===== src/rtl/cnf_group_eval_pkg.sv =====
// -----------------------------------------------------------------------------
// cnf_pkg
// Shared types and constants for the streaming CNF evaluator.
//   cnf_state_e  : evaluator FSM states (IDLE, EVAL, DONE)
//   cnf_lit_t    : one literal, {neg, idx}; idx is held at a fixed maximum width
//                  so the type does not depend on the NUM_VARS parameter
//   CNF_TRACE_W  : width of the optional unsat trace counters
// -----------------------------------------------------------------------------
package cnf_pkg;

  typedef enum logic [1:0] {
    IDLE = 2'd0,
    EVAL = 2'd1,
    DONE = 2'd2
  } cnf_state_e;

  // Widest variable index supported (IDXW must not exceed this).
  localparam int CNF_IDX_W = 16;

  typedef struct packed {
    logic                 neg;
    logic [CNF_IDX_W-1:0] idx;
  } cnf_lit_t;

  localparam int CNF_TRACE_W = 16;

endpackage


===== src/rtl/cnf_group_eval_if.sv =====
// -----------------------------------------------------------------------------
// cnf_group_eval_if
// Bundles the run control, the clause stream and the result handshake of
// cnf_group_eval.
//   master : clause source / result consumer side
//   slave  : evaluator side
// Signals:
//   start, asg                      run start pulse and variable assignment
//   cl_valid/cl_ready, cl_lits,     clause stream; literal k sits at slice k
//   cl_grp_last, cl_last            as {neg, idx}
//   res_valid/res_ready             result handshake
//   res_grp_sat, res_all_sat,       verdicts and group overflow flag
//   res_ovf
//   busy                            high while evaluating
//   res_unsat_cnt, res_first_fail   only with CNF_UNSAT_TRACE_EN defined
// -----------------------------------------------------------------------------
interface cnf_group_eval_if
  import cnf_pkg::*;
#(
  parameter int NUM_VARS = 256,
  parameter int LITS     = 2,
  parameter int GROUPS   = 4,
  parameter int IDXW     = $clog2(NUM_VARS)
);
  localparam int LIT_W = IDXW + 1;

  logic                    start;
  logic [NUM_VARS-1:0]     asg;
  logic                    cl_valid;
  logic                    cl_ready;
  logic [LITS*LIT_W-1:0]   cl_lits;
  logic                    cl_grp_last;
  logic                    cl_last;
  logic                    res_valid;
  logic                    res_ready;
  logic [GROUPS-1:0]       res_grp_sat;
  logic                    res_all_sat;
  logic                    res_ovf;
  logic                    busy;
`ifdef CNF_UNSAT_TRACE_EN
  logic [CNF_TRACE_W-1:0]  res_unsat_cnt;
  logic [CNF_TRACE_W-1:0]  res_first_fail;
`endif

  modport master (
`ifdef CNF_UNSAT_TRACE_EN
    input  res_unsat_cnt, res_first_fail,
`endif
    output start, asg, cl_valid, cl_lits, cl_grp_last, cl_last, res_ready,
    input  cl_ready, res_valid, res_grp_sat, res_all_sat, res_ovf, busy
  );

  modport slave (
`ifdef CNF_UNSAT_TRACE_EN
    output res_unsat_cnt, res_first_fail,
`endif
    input  start, asg, cl_valid, cl_lits, cl_grp_last, cl_last, res_ready,
    output cl_ready, res_valid, res_grp_sat, res_all_sat, res_ovf, busy
  );

endinterface


===== src/rtl/cnf_group_eval_clause_or.sv =====
// -----------------------------------------------------------------------------
// cnf_clause_or
// Combinational value of one clause: OR over LITS literals of asg_q[idx]^neg.
// A literal whose idx is outside 0..NUM_VARS-1 evaluates to 0 regardless of
// its polarity.
// Ports:
//   asg_q   in  NUM_VARS          captured assignment
//   cl_lits in  LITS*(IDXW+1)     literal k = {neg, idx} at slice k
//   clause  out 1                 clause value
// -----------------------------------------------------------------------------
module cnf_clause_or
  import cnf_pkg::*;
#(
  parameter int NUM_VARS = 256,
  parameter int LITS     = 2,
  parameter int IDXW     = $clog2(NUM_VARS)
) (
  input  logic [NUM_VARS-1:0]        asg_q,
  input  logic [LITS*(IDXW+1)-1:0]   cl_lits,
  output logic                       clause
);

  localparam int LIT_W = IDXW + 1;
  // Assignment widened to every index the idx field can encode, so the
  // variable select never runs past the vector; out-of-range slots read 0
  // and are masked off again by the range check below.
  localparam int EXT_W = 1 << IDXW;

  logic [EXT_W-1:0] asg_ext;
  logic [LITS-1:0]  lit_val;

  assign asg_ext = EXT_W'(asg_q);

  for (genvar k = 0; k < LITS; k++) begin : g_lit
    cnf_lit_t lit;
    logic     in_range;

    assign lit      = {cl_lits[k*LIT_W + IDXW], CNF_IDX_W'(cl_lits[k*LIT_W +: IDXW])};
    assign in_range = (lit.idx < CNF_IDX_W'(NUM_VARS));
    assign lit_val[k] = in_range & (asg_ext[lit.idx[IDXW-1:0]] ^ lit.neg);
  end

  assign clause = |lit_val;

endmodule


===== src/rtl/cnf_group_eval.sv =====
// -----------------------------------------------------------------------------
// cnf_group_eval
// Streaming CNF evaluator. start captures the assignment, then one clause per
// cycle is accepted while in EVAL. Clauses are ANDed per group (closed by
// cl_grp_last or cl_last) and over the whole run. The result is held in DONE
// until res_ready, or dropped by a new start.
// Ports:
//   clk  in   clock, rising edge
//   rst  in   synchronous active-high reset
//   bus  cnf_group_eval_if.slave (see interface header)
// Optional feature: define CNF_UNSAT_TRACE_EN to add res_unsat_cnt
// (saturating failing-clause count) and res_first_fail (beat index of the
// first failing clause, 16'hFFFF if none).
// -----------------------------------------------------------------------------
module cnf_group_eval
  import cnf_pkg::*;
#(
  parameter int NUM_VARS = 256,
  parameter int LITS     = 2,
  parameter int GROUPS   = 4,
  parameter int IDXW     = $clog2(NUM_VARS)
) (
  input  logic             clk,
  input  logic             rst,
  cnf_group_eval_if.slave  bus
);

  // Group pointer must be able to hold GROUPS itself (the "full" value).
  localparam int GRP_W = $clog2(GROUPS + 1);

  cnf_state_e          state_q, state_d;
  logic [NUM_VARS-1:0] asg_q;
  logic                acc_q;
  logic [GRP_W-1:0]    grp_q;
  logic [GROUPS-1:0]   grp_sat_q;
  logic                all_sat_q;
  logic                ovf_q;

  logic clause;
  logic start_ok;
  logic beat;
  logic close;

  assign start_ok = bus.start & ((state_q == IDLE) | (state_q == DONE));
  assign beat     = bus.cl_valid & (state_q == EVAL);
  assign close    = beat & (bus.cl_grp_last | bus.cl_last);

  cnf_clause_or #(
    .NUM_VARS (NUM_VARS),
    .LITS     (LITS),
    .IDXW     (IDXW)
  ) u_clause_or (
    .asg_q   (asg_q),
    .cl_lits (bus.cl_lits),
    .clause  (clause)
  );

  // ---------------------------------------------------------------------------
  // FSM
  // ---------------------------------------------------------------------------
  always_ff @(posedge clk) begin
    // NOTE: registers are updated with non-blocking assignments so every
    // always_ff reads the pre-edge value of every other register.
    if (rst) state_q <= IDLE;
    else     state_q <= state_d;
  end

  always_comb begin
    // NOTE: next state defaults to the current state before the case, so no
    // path through the block leaves state_d unassigned (no latch).
    state_d = state_q;
    unique case (state_q)
      IDLE: if (start_ok) state_d = EVAL;
      EVAL: if (beat && bus.cl_last) state_d = DONE;
      // A new start beats res_ready: the pending result is simply dropped.
      DONE: begin
        if (start_ok)           state_d = EVAL;
        else if (bus.res_ready) state_d = IDLE;
      end
      default: state_d = IDLE;
    endcase
  end

  assign bus.cl_ready  = (state_q == EVAL);
  assign bus.busy      = (state_q == EVAL);
  assign bus.res_valid = (state_q == DONE);

  // ---------------------------------------------------------------------------
  // Assignment, accumulators and result registers
  // ---------------------------------------------------------------------------
  always_ff @(posedge clk) begin
    // NOTE: the assignment register is reset along with the control state so
    // a reset mid-run leaves nothing of the discarded run visible.
    if (rst) begin
      asg_q     <= '0;
      acc_q     <= 1'b1;
      grp_q     <= '0;
      grp_sat_q <= '1;
      all_sat_q <= 1'b1;
      ovf_q     <= 1'b0;
    end else if (start_ok) begin
      asg_q     <= bus.asg;
      acc_q     <= 1'b1;
      grp_q     <= '0;
      grp_sat_q <= '1;
      all_sat_q <= 1'b1;
      ovf_q     <= 1'b0;
    end else if (beat) begin
      all_sat_q <= all_sat_q & clause;
      if (close) begin
        acc_q <= 1'b1;
        if (grp_q < GRP_W'(GROUPS)) begin
          for (int g = 0; g < GROUPS; g++) begin
            if (grp_q == GRP_W'(g)) grp_sat_q[g] <= acc_q & clause;
          end
          grp_q <= grp_q + 1'b1;
        end else begin
          // Groups past the last result bit only flag overflow.
          ovf_q <= 1'b1;
        end
      end else begin
        acc_q <= acc_q & clause;
      end
    end
  end

  assign bus.res_grp_sat = grp_sat_q;
  assign bus.res_all_sat = all_sat_q;
  assign bus.res_ovf     = ovf_q;

`ifdef CNF_UNSAT_TRACE_EN
  // ---------------------------------------------------------------------------
  // Unsat trace: failing-clause count and index of the first failing beat
  // ---------------------------------------------------------------------------
  logic [CNF_TRACE_W-1:0] beat_idx_q;
  logic [CNF_TRACE_W-1:0] unsat_cnt_q;
  logic [CNF_TRACE_W-1:0] first_fail_q;

  always_ff @(posedge clk) begin
    if (rst || start_ok) begin
      beat_idx_q   <= '0;
      unsat_cnt_q  <= '0;
      first_fail_q <= '1;
    end else if (beat) begin
      if (beat_idx_q != '1) beat_idx_q <= beat_idx_q + 1'b1;
      if (!clause) begin
        if (unsat_cnt_q != '1)  unsat_cnt_q  <= unsat_cnt_q + 1'b1;
        if (first_fail_q == '1) first_fail_q <= beat_idx_q;
      end
    end
  end

  assign bus.res_unsat_cnt  = unsat_cnt_q;
  assign bus.res_first_fail = first_fail_q;
`endif

endmodule

===== src/flat_wrapper.sv =====
// flat-port wrapper written by rule: the top's interface ports become plain ports
module cnf_group_eval_flat import cnf_pkg::*;
#(
  parameter int NUM_VARS = 256,
  parameter int LITS     = 2,
  parameter int GROUPS   = 4,
  parameter int IDXW     = $clog2(NUM_VARS)
)
  (clk, rst, bus_start, bus_asg, bus_cl_valid, bus_cl_lits, bus_cl_grp_last, bus_cl_last, bus_res_ready, bus_cl_ready, bus_res_valid, bus_res_grp_sat, bus_res_all_sat, bus_res_ovf, bus_busy);
  cnf_group_eval_if #(.NUM_VARS(NUM_VARS), .LITS(LITS), .GROUPS(GROUPS), .IDXW(IDXW)) bus_i ();
  input  logic clk;
  input  logic rst;
  input wire logic [$bits(bus_i.start)-1:0] bus_start;
  input wire logic [$bits(bus_i.asg)-1:0] bus_asg;
  input wire logic [$bits(bus_i.cl_valid)-1:0] bus_cl_valid;
  input wire logic [$bits(bus_i.cl_lits)-1:0] bus_cl_lits;
  input wire logic [$bits(bus_i.cl_grp_last)-1:0] bus_cl_grp_last;
  input wire logic [$bits(bus_i.cl_last)-1:0] bus_cl_last;
  input wire logic [$bits(bus_i.res_ready)-1:0] bus_res_ready;
  output wire logic [$bits(bus_i.cl_ready)-1:0] bus_cl_ready;
  output wire logic [$bits(bus_i.res_valid)-1:0] bus_res_valid;
  output wire logic [$bits(bus_i.res_grp_sat)-1:0] bus_res_grp_sat;
  output wire logic [$bits(bus_i.res_all_sat)-1:0] bus_res_all_sat;
  output wire logic [$bits(bus_i.res_ovf)-1:0] bus_res_ovf;
  output wire logic [$bits(bus_i.busy)-1:0] bus_busy;
  assign bus_i.start = bus_start;
  assign bus_i.asg = bus_asg;
  assign bus_i.cl_valid = bus_cl_valid;
  assign bus_i.cl_lits = bus_cl_lits;
  assign bus_i.cl_grp_last = bus_cl_grp_last;
  assign bus_i.cl_last = bus_cl_last;
  assign bus_i.res_ready = bus_res_ready;
  assign bus_cl_ready = bus_i.cl_ready;
  assign bus_res_valid = bus_i.res_valid;
  assign bus_res_grp_sat = bus_i.res_grp_sat;
  assign bus_res_all_sat = bus_i.res_all_sat;
  assign bus_res_ovf = bus_i.res_ovf;
  assign bus_busy = bus_i.busy;
  cnf_group_eval #(.NUM_VARS(NUM_VARS), .LITS(LITS), .GROUPS(GROUPS), .IDXW(IDXW)) u_core (.clk(clk), .rst(rst), .bus(bus_i));
endmodule

===== config.mk =====
export PLATFORM = sky130hd
export DESIGN_NAME = cnf_group_eval_flat
export DESIGN_NICKNAME = d
export VERILOG_FILES = /design/src/rtl/cnf_group_eval_pkg.sv /design/src/rtl/cnf_group_eval_if.sv /design/src/rtl/cnf_group_eval_clause_or.sv /design/src/rtl/cnf_group_eval.sv /design/src/flat_wrapper.sv
export SDC_FILE = /design/constraint.sdc
export NUM_CORES = 1
export LEC_CHECK = 0
export ABC_AREA = 0
export ABC_CLOCK_PERIOD_IN_PS = 4100
export CAP_MARGIN = 20
export CORE_MARGIN = 5
export CORE_UTILIZATION = 52
export DETAILED_ROUTE_END_ITERATION = 8
export PLACE_DENSITY = 0.81
export REMOVE_ABC_BUFFERS = 1
export SLEW_MARGIN = 20
export SYNTH_ARGS = -nofsm -noshare
export SYNTH_HDL_FRONTEND = slang
export SYNTH_SLANG_ARGS = --single-unit

===== constraint.sdc =====
create_clock -name clk -period 4.1 [get_ports clk]
set_input_delay 0.82 -clock clk [delete_from_list [all_inputs] [get_ports clk]]
set_output_delay 0.82 -clock clk [all_outputs]
set_load 0.01 [all_outputs]

Word-level counts from Yosys, hierarchy flattened

Cells that the tools add are included.
Widths: inputs -> output; s select.

Register bits after elaboration: 268
Output and inout port bits: 9
Input port bits: 281
Logic and storage cells: 58

Reduce and logical (&&, ||, !) cells: 12
$lt $le $gt $ge: 5
Bitwise operators: 12
$add $sub $neg: 1
Multiplexer cells: 10
Equality and inequality tests: 8

Operators by type and width:

| cell                | count |
|---|---|
| $lt 8x9->1 const B  | 4 |
| $bmux 1 s8          | 2 |
| $reduce_and 4->1    | 4 |
| $reduce_and 3->1    | 3 |
| $mux 2              | 4 |
| $and 1x1->1         | 7 |
| $eq 3x2->1 const B  | 2 |
| $pmux 2 s3          | 1 |
| $ne 2x1->1 const B  | 2 |
| $reduce_or 2->1     | 2 |
| $add 3x1->3 const B | 1 |
| $eq 3x1->1 const B  | 1 |
| $logic_not 3->1     | 1 |
| $lt 3x3->1 const B  | 1 |
| $mux 1              | 3 |
| $ne 3x2->1 const B  | 1 |
| $eq 2x1->1 const B  | 1 |
| $eq 2x2->1 const B  | 1 |
| $logic_not 2->1     | 1 |
| $or 1x1->1          | 2 |
| $xor 1x1->1         | 2 |
| $logic_and 1x1->1   | 1 |
| $not 1->1           | 1 |

Longest topological paths before layout

Word-level depth: 7
Mapped depth: 13

Modules after synthesis

A second synthesis with hierarchy kept.

Cell total of the unflattened synthesis: 1,545
Area, all modules: 13,988.4 µm²

Modules (own cells, without submodules):

| module         | instances | seq. area each (µm²) | cells an instance | area an instance (µm²) |
|---|---|---|---|---|
| cnf_group_eval | 1         | 5,365.1              | 1,177             | 9,462.8 |
| cnf_clause_or  | 1         | 0.0                  | 368               | 4,525.6 |

Worst setup path before layout

Ideal clock, no wire load.

Kind: in2reg
From: input bus_cl_lits[11]
To: register u_core.acc_q
Cell stages on the path: 11
Arrival time: 3.017 ns
Path slack: 0.949 ns
Data required time: 3.966 ns
Path buffers: 3
Cells stage by stage: buf_2 buf_2 buf_4 mux4_2 a2111o_1 a31oi_1 nor4_1 nor3_1 xnor2_1 nor3_2 a31oi_1

Cells in the longest elaborated chain, start to end: 7
Elaborated cells between the ends (all ways): 8

Ends and longest elaborated chain:

| what                         | line                           | source |
|---|---|---|
| start, declared              | flat_wrapper.sv:16             | `input wire logic [$bits(bus_i.cl_lits)-1:0] bus_cl_lits;` |
| $bmux 1 s8                   | cnf_group_eval_clause_or.sv:40 | `assign lit_val[k] = in_range & (asg_ext[lit.idx[IDXW-1:0]] ^ lit.neg);` |
| $mux 1 (implied by the code) | cnf_group_eval_clause_or.sv:40 |  |
| $xor 1x1->1                  | cnf_group_eval_clause_or.sv:40 |  |
| $and 1x1->1 (*)              | cnf_group_eval_clause_or.sv:40 |  |
| $reduce_or 2->1 (*)          | cnf_group_eval_clause_or.sv:43 | `assign clause = \|lit_val;` |
| $and 1x1->1 (*)              | cnf_group_eval.sv:122          | `acc_q <= acc_q & clause;` |
| $mux 1 (*)                   | cnf_group_eval.sv:110          | `if (close) begin` |
| end signal, assigned         | cnf_group_eval.sv:122          |  |
| end, declared                | cnf_group_eval.sv:33           | `logic acc_q;` |

Every way passes the cells marked *; elsewhere a longest branch is shown, timed or not. The select of a mux whose other input is x is not followed.
A chain may end at the register's enable or synchronous reset.

Worst setup path after layout

From: input bus_cl_lits[10]
To: register u_core.acc_q

Same word-level chain as after synthesis.

==> out/metrics.cfg <==
[status]
outcome=complete, no violations

[synthesis]
synth_edf_count=0
synth_area_leaders=dfxtp_1 39%, mux4_2 17%, nand2_1 15%, a21oi_1 9.8%, mux2i_1 4.0%
seq_area_frac_synth_pct=38.9
async_reset_ff_share_pct=0
postSynthAreaPerCell_um2=8.62
synth_top_area_cell=dfxtp_1
synthCells=1599
yosysMostFrequentCell=nand2_1
synth_flop_cell=dfxtp_1
synthDistinctLibCells=50
synth_common_cells=547 x nand2_1, 271 x a21oi_1, 268 x dfxtp_1
synth_seq_cells=268
synth_top_area_share_pct=38.9
ys_warn_count=0
synth_area_um2=13800

[clocking]
cts_tree=done
clock_latency_ns=0.54
htreeDepth=1
post_cts_buffers=0
cts_root_buffer=clkbuf_16
clkTransAtPathRegs_ns=0.06
cts_max_path_buffers=3
numCtsBuffers=27
hold_buffers=0
cts_resized=0
cts_sinks=268

[power]
p_clk_share_pct=38.5
power.density_nw_per_um2=371
p_sw_share_pct=26.3
max-vdd-ir-drop_mv=0.249
internal-power_w=0.00484
seq_power_share_pct=44.0
power_frac_comb_pct=17.5
leakage_nw=6.53
power.switching_w=0.00173

[setup_path]
worst-setup-path-type=primary input to flip-flop
crit_path_start=bus_cl_lits[10]
cp-start-kind=primary input
crit_fanout=12
r2r-start=u_core.asg_q[141]
crit_required_ns=4.50
end_kind=flip-flop
reg2reg_depth=9
arrival_ns=3.70
r2r-end=u_core.acc_q
regToRegSetupSlack_ns=1.33

[sta]
fin_crit_ns=3.30
timing.final.crit_share_pct=80.4
skew_ns=0.00893
drv_slew=0
max_freq_mhz=303
rsz0062_at_grt=false
worstMarginPinSlew_ns=0.716
hold_viol_final=0
slew_headroom_pct=52.1
setup_violations=0

[worst_hold_path]
hold_depth=2
hp-start=u_core.asg_q[136]
min_to=u_core.asg_q[136]
min_path_type=flip-flop to flip-flop

[die]
rows=59
core_um2=26100
initial_core_util_pct=52.9
fp.dieW_um=173
die_area_um2=29900
die_h_um=173
io_pins=290

[placed_design]
hpwl_um=30900
gp_congestion=0.936
placed_area_um2=16800
port_buffers=289

[routing]
post_drt_via_cell_ratio=5.96
dr.pass1.iters=7
wl_met3_um=3480
top_layer=met5
dr.first_iter.drc_count=1289
drt-met1-wl_um=17200
dr_wl_met2_um=20300
detail-route-antenna-nets=0
drc=0
routed_wl_um=42500
wire_per_inst_um=19.6
vias=12915

[job]
cap_violations=0

[grt]
grt_pass1_vias=12622
grt_pass1_wl_um=66700
grt_max_degree=164
antenna_found_initial=6
grt_overflow=0
grt.total_usage_pct=26.9

[final_layout]
utilization_pct=67.9
final_area_um2=17700
area_growth_syn_to_layout_pct=28.4
layout.nets=2094
drive_gt1_share_pct=11.3

worst max-delay path, cell delays in order:
cell and delay [ns]:
clkdlybuf4s50_1 0.80, inv_1 0.30, and3_1 0.22, a2111o_1 0.38, a31oi_1 0.17, nor4_1 0.07
nor3_1 0.31, xnor2_1 0.12, nor3_2 0.37, a31oi_1 0.14
worst max path at each step:
stage	cells after the start	to
after floorplan	3	u_core.asg_q[0]
after global placement	10	u_core.acc_q
after detailed placement	10	u_core.acc_q
after CTS	10	u_core.acc_q
after global routing	11	u_core.acc_q
final	10	u_core.acc_q
power groups by stage:
stage / combinational (W) / clock, W / sequential (W)
6_report: 0.00115 / 0.00253 / 0.00289
5_1_grt: 0.00124 / 0.00267 / 0.00291
4_1_cts: 0.00114 / 0.00256 / 0.00289
3_5_place_dp: 0.00114 / 0 / 0.00294
3_3_place_gp: 0.00112 / 0 / 0.00293
2_1_floorplan: 0.000614 / 0 / 0.00289
cell usage in the layout (no fill, tap or decap), types with 3 or more instances in the layout:
master,Yosys,final
a32oi_1,4,4
o31ai_1,3,3
diode_2,0,3
mux4_1,4,4
mux4_2,106,106
nor2b_1,14,13
buf_4,16,27
nor2_1,37,37
nor4_1,4,4
nand3b_1,4,4
a211oi_1,7,7
dfxtp_1,268,268
clkinv_2,0,9
clkbuf_16,0,27
mux2i_1,55,55
inv_1,11,11
nand4_1,4,4
clkbuf_8,0,6
nand3_1,22,22
o21ai_0,3,3
mux2_2,11,11
nand2_1,547,547
a22oi_1,16,16
nor3_1,13,13
ha_1,5,5
a21oi_1,271,271
o22ai_1,4,4
a2111oi_0,5,5
bufinv_16,0,3
buf_12,1,7
nand2b_1,8,7
a31oi_1,7,7
clkdlybuf4s50_1,0,282
state kept, by name, summed over array words and instances, names as in the netlist:
name and flops:
u_core.state_q 2, u_core.bus.res_grp_sat 4, u_core.bus.res_ovf 1, u_core.acc_q 1
u_core.bus.res_all_sat 1, u_core.asg_q 256, u_core.grp_q 3
cell families (layout without fill, tap and decap cells):
kind of cell             Yosys count  count (layout)  share of synthesized area [%]
AND/OR/NAND/NOR                  660             660                           19.1
AO/OA/AOI/OAI                    337             337                           13.5
flip-flops                       268             268                           38.9
multiplexers                     176             176                           23.0
buffers and inverters            151             380                           4.89
adder cells (fa/ha/maj)            5               5                          0.454
XOR/XNOR                           2               2                          0.127
other                              0               3                              0
area by class of cell:
class / count / area, µm²
fill: 2051 / 8360
multi-input combinational: 1180 / 7760
sequential: 268 / 5370
timing repair buffer: 319 / 3190
clock buffer: 34 / 752
tap: 335 / 419
clock inverter: 15 / 159
inverter: 12 / 45.0
antenna: 3 / 7.51
per-stage QoR:
step / TNS, ns / total power, W / hold WS (ns) / cells / setup slack [ns]
3_3_place_gp: 0 / 0.00405 / 0.450 / 2114 / 0.371
6_report: 0 / 0.00657 / 0.468 / 2166 / 0.805
2_1_floorplan: -1358.07 / 0.00351 / 0.435 / 1460 / -5.18
3_5_place_dp: 0 / 0.00408 / 0.460 / 2114 / 0.318
4_1_cts: 0 / 0.00659 / 0.469 / 2163 / 0.879
5_1_grt: 0 / 0.00682 / 0.488 / 2166 / 0.636
per-layer routing:
layer,track usage (%),up-vias
li1,-,6011
met1,35.6,6189
met2,43.6,593
met3,5.83,116
met4,9.86,6
met5,0,-
Power figures use the tool's default switching activity.
